==> config.mk <==
export PLATFORM = sky130hd
export DESIGN_NAME = i2s_tx_serializer
export DESIGN_NICKNAME = d
export VERILOG_FILES = /design/src/rtl/i2s_tx_serializer.sv
export SDC_FILE = /design/constraint.sdc
export NUM_CORES = 1
export LEC_CHECK = 0
export BUFFER_PORTS_ARGS = -buffer_cell sky130_fd_sc_hd__buf_2
export CAP_MARGIN = 20
export CORE_MARGIN = 2
export CORE_UTILIZATION = 40
export DETAILED_ROUTE_END_ITERATION = 7
export GPL_TIMING_DRIVEN = 0
export PLACE_DENSITY = 0.61
export SYNTH_ARGS = -nofsm -noshare
export SYNTH_HDL_FRONTEND = slang
export SYNTH_SLANG_ARGS = --single-unit
==> constraint.sdc <==
create_clock -name clk -period 4.4 [get_ports clk]
set_clock_uncertainty 0.1 [all_clocks]
set_input_delay 0.44 -clock clk [delete_from_list [all_inputs] [get_ports clk]]
set_output_delay 0.44 -clock clk [all_outputs]
set_load 0.1 [all_outputs]
==> src/rtl/i2s_tx_serializer.sv <==
// i2s_tx_serializer: one-deep stereo holding register feeding an I2S transmitter
// (SCLK and LRCLK generated from clk, 1-bit I2S data delay, MSB first).
// Latency: a held pair is committed at the next frame wrap and its left MSB
// appears on SDout one SCLK period after LRCLK falls.
// Backpressure: in_rdy is low while the holding register is full. in_vld
// presented while in_rdy is low is dropped, not queued.
//
// Ports:
//   clk, rst          system clock; synchronous active-high reset
//   lft_in, rht_in    stereo sample pair from the core (DATA_W each)
//   in_vld, in_rdy    valid/ready handshake into the holding register
//   err_clr           clears the sticky underrun flag
//   SCLK, LRCLK       I2S bit clock and word select (0 = left, 1 = right)
//   SDout             I2S serial data
//   frame_strb        one-clk pulse when a held pair is committed to the frame regs
//   underrun          sticky: a frame boundary was reached with nothing held
//
// Build option I2S_UNDERRUN_MUTE_EN: when defined, an underrun frame is muted
// (frame regs cleared). When undefined, the previous pair is repeated.

module i2s_tx_serializer #(
  parameter int DATA_W   = 16,
  parameter int SLOT_W   = 32,
  parameter int SCLK_DIV = 16
) (
  input  logic              clk,
  input  logic              rst,
  input  logic [DATA_W-1:0] lft_in,
  input  logic [DATA_W-1:0] rht_in,
  input  logic              in_vld,
  output logic              in_rdy,
  input  logic              err_clr,
  output logic              SCLK,
  output logic              LRCLK,
  output logic              SDout,
  output logic              frame_strb,
  output logic              underrun
);

  localparam int DIV_W = (SCLK_DIV > 1) ? $clog2(SCLK_DIV) : 1;
  localparam int BIT_W = $clog2(2 * SLOT_W);
  localparam int IDX_W = (DATA_W > 1) ? $clog2(DATA_W) : 1;

  localparam logic [DIV_W-1:0] DIV_LAST = DIV_W'(SCLK_DIV - 1);
  localparam logic [BIT_W-1:0] BIT_LAST = BIT_W'(2 * SLOT_W - 1);
  localparam logic [BIT_W-1:0] L_FIRST  = BIT_W'(1);
  localparam logic [BIT_W-1:0] L_LAST   = BIT_W'(DATA_W);
  localparam logic [BIT_W-1:0] R_FIRST  = BIT_W'(SLOT_W + 1);
  localparam logic [BIT_W-1:0] R_LAST   = BIT_W'(SLOT_W + DATA_W);
  localparam logic [BIT_W-1:0] R_START  = BIT_W'(SLOT_W);

  // Prescaler and bit position state
  logic [DIV_W-1:0]  div_cnt;
  logic [BIT_W-1:0]  bit_cnt;

  // Holding register (one pair deep) and the pair currently on the wire
  logic              hold_full;
  logic [DATA_W-1:0] hold_l;
  logic [DATA_W-1:0] hold_r;
  logic [DATA_W-1:0] frm_l;
  logic [DATA_W-1:0] frm_r;

  // Event decode
  logic              div_wrap;
  logic              fall_evt;
  logic              frame_wrap;
  logic              load_ok;
  logic              load_ur;
  logic              xfer;
  logic [BIT_W-1:0]  bit_nxt;
  logic [IDX_W-1:0]  l_idx;
  logic [IDX_W-1:0]  r_idx;
  logic              sd_nxt;

  assign in_rdy = ~hold_full;

  always_comb begin
    div_wrap   = (div_cnt == DIV_LAST);
    // SCLK is about to go 1 -> 0: every SCLK-domain register advances here
    fall_evt   = div_wrap & SCLK;
    frame_wrap = fall_evt & (bit_cnt == BIT_LAST);
    load_ok    = frame_wrap & hold_full;
    load_ur    = frame_wrap & ~hold_full;
    // Only accepted while empty; an in_vld against a full register is dropped
    xfer       = in_vld & ~hold_full;
    bit_nxt    = (bit_cnt == BIT_LAST) ? '0 : bit_cnt + 1'b1;
  end

  // Serial bit for the upcoming bit position. The one-bit I2S delay puts the
  // MSB at position 1 of each slot; position 0 and the slot tail are zero.
  always_comb begin
    sd_nxt = 1'b0;
    l_idx  = IDX_W'(DATA_W - int'(bit_nxt));
    r_idx  = IDX_W'(SLOT_W + DATA_W - int'(bit_nxt));
    if (bit_nxt >= L_FIRST && bit_nxt <= L_LAST) begin
      sd_nxt = frm_l[l_idx];
    end else if (bit_nxt >= R_FIRST && bit_nxt <= R_LAST) begin
      sd_nxt = frm_r[r_idx];
    end
  end

  // Prescaler: SCLK toggles once every SCLK_DIV clk cycles
  always_ff @(posedge clk) begin
    if (rst) begin
      div_cnt <= '0;
      SCLK    <= 1'b0;
    end else begin
      div_cnt <= div_wrap ? '0 : div_cnt + 1'b1;
      if (div_wrap) begin
        SCLK <= ~SCLK;
      end
    end
  end

  // Bit position, word select and data all move on the SCLK falling edge
  always_ff @(posedge clk) begin
    if (rst) begin
      bit_cnt <= '0;
      LRCLK   <= 1'b0;
      SDout   <= 1'b0;
    end else if (fall_evt) begin
      bit_cnt <= bit_nxt;
      LRCLK   <= (bit_nxt >= R_START);
      SDout   <= sd_nxt;
    end
  end

  // Holding register. xfer and load_ok are mutually exclusive (empty vs full),
  // so a pair arriving on an underrun wrap is simply captured.
  always_ff @(posedge clk) begin
    if (rst) begin
      hold_full <= 1'b0;
      hold_l    <= '0;
      hold_r    <= '0;
    end else if (xfer) begin
      hold_full <= 1'b1;
      hold_l    <= lft_in;
      hold_r    <= rht_in;
    end else if (load_ok) begin
      hold_full <= 1'b0;
    end
  end

  // Frame registers: committed at the frame wrap. The bit sent on the wrap
  // itself is position 0 (always zero), so the new pair is in place in time.
  always_ff @(posedge clk) begin
    if (rst) begin
      frm_l <= '0;
      frm_r <= '0;
    end else if (load_ok) begin
      frm_l <= hold_l;
      frm_r <= hold_r;
`ifdef I2S_UNDERRUN_MUTE_EN
    end else if (load_ur) begin
      frm_l <= '0;
      frm_r <= '0;
`endif
    end
    // Without muting an underrun leaves the frame regs alone: the last pair repeats.
  end

  // Strobe and sticky underrun; a new underrun beats a simultaneous clear
  always_ff @(posedge clk) begin
    if (rst) begin
      frame_strb <= 1'b0;
      underrun   <= 1'b0;
    end else begin
      frame_strb <= load_ok;
      if (load_ur) begin
        underrun <= 1'b1;
      end else if (err_clr) begin
        underrun <= 1'b0;
      end
    end
  end

endmodule

==> results.md <==
* Drt wl/cell at between 10 and 15 um
* Endpoint type of the worst setup path: flip-flop
* Peak per-stage delay on the critical path at 0.46 ns
* RD Place Congestion at approximately 0.84
* H-tree depth at 3
* Sw Ratio at 0.239
* Power per cell area at ~350 mW/mm^2
* Setup crit start kind: flip-flop
* Reg2Reg Setup Slack at 1.63 ns
* Avg Cell Area, Syn at 8.05 sq um
* Mapped Cells at around 420
* Final Non-Filler Cells at 581
* Die Height at around 96 um
* Critical Path RT at ~4.6 ns
* Cells along the critical path: buf_2 -> inv_2 -> ha_1 -> clkbuf_1 -> nand4b_1 -> a21oi_1 -> a311oi_1 -> o311ai_1 -> o31ai_2
* Post-synth cell types at 48
* Comb power frac at 0.056
* Synth area leaders: dfxtp_1 (47%), nand2_1 (16%), a21oi_1 (11%), mux2i_1 (3.2%), clkbuf_1 (2.7%)
* Starting DRT DRC Count at 152
* Async S/R FF share, synth at 0
* Post-synth top area cell: dfxtp_1
* Clock share of power at 0.394
* Initial antenna violation count at 0
* Die X at just under 100 um
* Worst Setup SP: bit_cnt[0]
* Final Hold Violating Endpoints at 0
* Slew margin rel. at 0.478
* Syn Nets at around 460
* FF-to-FF End: SDout
* Min cycle time layout at about 2.8 ns
* RR Startpoint: bit_cnt[0]
* Part of the power in registers at 0.550
* Max-cap violations at 0
* Hold Path Cell Cnt at 3
* DR DRC count at 0
* Post-synth EDFFs at 0
* Worst skew pair latency at around 0.35 ns
* RSZ-0062 raised after global routing: false
* Vias in the first global route at between 2000 and 3000
* DPL Wire Length at roughly 5800 um
* Synth Flop Type: dfxtp_1
* CP delay by family, top: compound AO/OA/AOI/OAI gates
* Core Box Area at just over 0.008 sq mm
* Clock buffer depth at 2
* Total Power Consumption at between 1 and 1.5 mW
* Synthesized area at roughly 0.0034 sq mm
* Switching power of the nets at 0.328 mW
* Sequential share of the synthesized area at 0.473
* Final-report max-slew violation count at 0
* Hold Buf Count CTS at 0
* Pleak at 1.42 nW
* Final antenna-violating net count at 0
* Yosys warning total at 0
* Largest net degree at the start of global routing at 14
* Dpl cells at around 570
* Post-DP Area at 0.00372 sq mm
* Design area at slightly below 0.004 sq mm
* Crit share post-route at 0.630
* Worst-Margin Slew at slightly below 0.8 ns
* Drt pass-1 iters at 4
* Cells resized by post-CTS repair at 0
* IO Port Bufs at 40
* Initial Utilization at 0.412
* Slowest CP cell: a311oi_1
* CTS tree: built
* Reg2reg path depth at 9
* Hold Crit Class: primary input to flip-flop
* # diodes at 0
* TritonCTS Sinks at 80
* Crit Path Class: flip-flop to flip-flop
* Vias/cell at between 4 and 5
* Worst Min Path Start: rht_in[7]
* FF+latch count, synth at 80
* Final WL at 7940 um
* Worst VDD drop at 214 uV
* Die area at around 0.0092 sq mm
* Vias at roughly 2900
* Max Clock Freq at between 0.3 and 0.4 GHz
* Clock transition at path regs at around 0.080 ns
* I/O Pins at 42
* GR Overflow Total at 0
* First-pass GRT wire length at between 10000 and 15000 um
* Crit Path Max Fanout at 10
* Final Util at 0.476
* Final setup fails at 0
* Hold worst-path end: hold_r[7]
* Internal at 1.04 mW
* Worst endpoint data arrival time at slightly below 3 ns
* Synthesis-to-layout area growth at 15.5%
* Buf+Inv Stages, Crit Path at 3
* Post-synth top area share at 0.473
* Layout cells sized above 1 at 0.143
* Run status: finished clean
* GRT Util Overall at 0.187
* Nets at 512
* Post-route setup TNS at 0 ns
* Cell chosen for the clock root: clkbuf_8
* CTS buffer count at 9
* Site Rows at 33
* Setup Buffers After CTS at 0
-- area by class of cell --
cell class	count	area [sq um]
well taps	105	131
flip-flops and latches	80	1600
multi-input cells	307	1650
inverters	5	18.8
repair buffers	40	200
plain buffers	29	120
clock inverters	5	57.6
fillers	873	4300
clock buffers	10	138
-- worst reg2reg max path: cells and delay by family, from the launching register on --
family          cells  cell delay (ns)
fa+ha+maj           1             0.32
buf+inv             3             0.74
simple gates        1             0.19
flops               1             0.37
compound gates      4             0.99
-- logic make-up after synthesis --
logic type / share of synthesized area
and+or+nand+nor: 0.221
AOI/OAI and AO/OA: 0.176
DFF: 0.473
buffers and inverters: 0.0410
muxes: 0.0458
xor gates and xnor gates: 0.0284
adders and majority gates: 0.0148
-- cells in the mapped netlist (2+ instances only) --
library cell,count
xor2_1,2
o21a_1,3
nor3_1,5
nand3_1,5
and3_1,3
xnor2_1,6
buf_4,2
nor2_1,9
nor2b_1,3
nand2_1,142
nand4b_1,2
mux4_2,2
o21ai_0,4
a211oi_1,2
buf_2,3
mux2i_1,11
ha_1,4
nand2b_1,3
inv_1,4
clkbuf_1,24
a21oi_1,76
dfxtp_1,80
-- registers in the layout, indices dropped and copies added (netlist names) --
name and cells:
LRCLK 1, SCLK 1, SDout 1, bit_cnt 6, div_cnt 4, frame_strb 1, frm_l 16, frm_r 16
hold_full 1, hold_l 16, hold_r 16, underrun 1
-- metal layers --
metal  GRT usage  routed length (um)  vias up
met5           0                   0        -
met2       0.313                3770       40
met1       0.237                3790     1296
met4      0.0786                 138        0
li1            -                   -     1514
met3      0.0337                 241       10
-- power by group through the flow --
stage | registers (mW) | logic, mW | clock network (mW)
after global placement | 0.771 | 0.0772 | 0
after CTS | 0.754 | 0.0789 | 0.554
final | 0.754 | 0.0774 | 0.541
after floorplan | 0.768 | 0.0484 | 0
after global routing | 0.757 | 0.0875 | 0.586
after detailed placement | 0.771 | 0.0789 | 0
-- cell usage in the layout, fill, tap and decap left out, types with 3 or more instances in the layout --
cell type | synthesis | layout
clkinvlp_4 | 0 | 3
mux2i_1 | 11 | 11
nor2_1 | 9 | 9
nand3_1 | 5 | 5
o21a_1 | 3 | 3
and3_1 | 3 | 3
inv_1 | 4 | 4
ha_1 | 4 | 4
clkbuf_1 | 24 | 24
nand2b_1 | 3 | 3
nor2b_1 | 3 | 3
a21oi_1 | 76 | 76
nor3_1 | 5 | 5
buf_2 | 3 | 43
clkbuf_8 | 0 | 10
dfxtp_1 | 80 | 80
nand2_1 | 142 | 142
o21ai_0 | 4 | 4
xnor2_1 | 6 | 6
-- through the flow --
step | setup slack, ns | hold slack, ns
finish | 1.63 | 0.218
global route | 1.41 | 0.212
CTS | 1.65 | 0.212
detailed placement | 1.67 | 0.346
global placement | 1.68 | 0.339
floorplan | 1.95 | 0.332
-- how the worst max path moves through the flow --
stage / endpoint / slack [ns] / depth (start not counted)
floorplan: SDout / 1.95 / 8
global placement: SDout / 1.68 / 8
detailed placement: SDout / 1.67 / 8
CTS: SDout / 1.65 / 8
global route: SDout / 1.41 / 9
finish: SDout / 1.63 / 9
(Power assumes the default switching activity.)
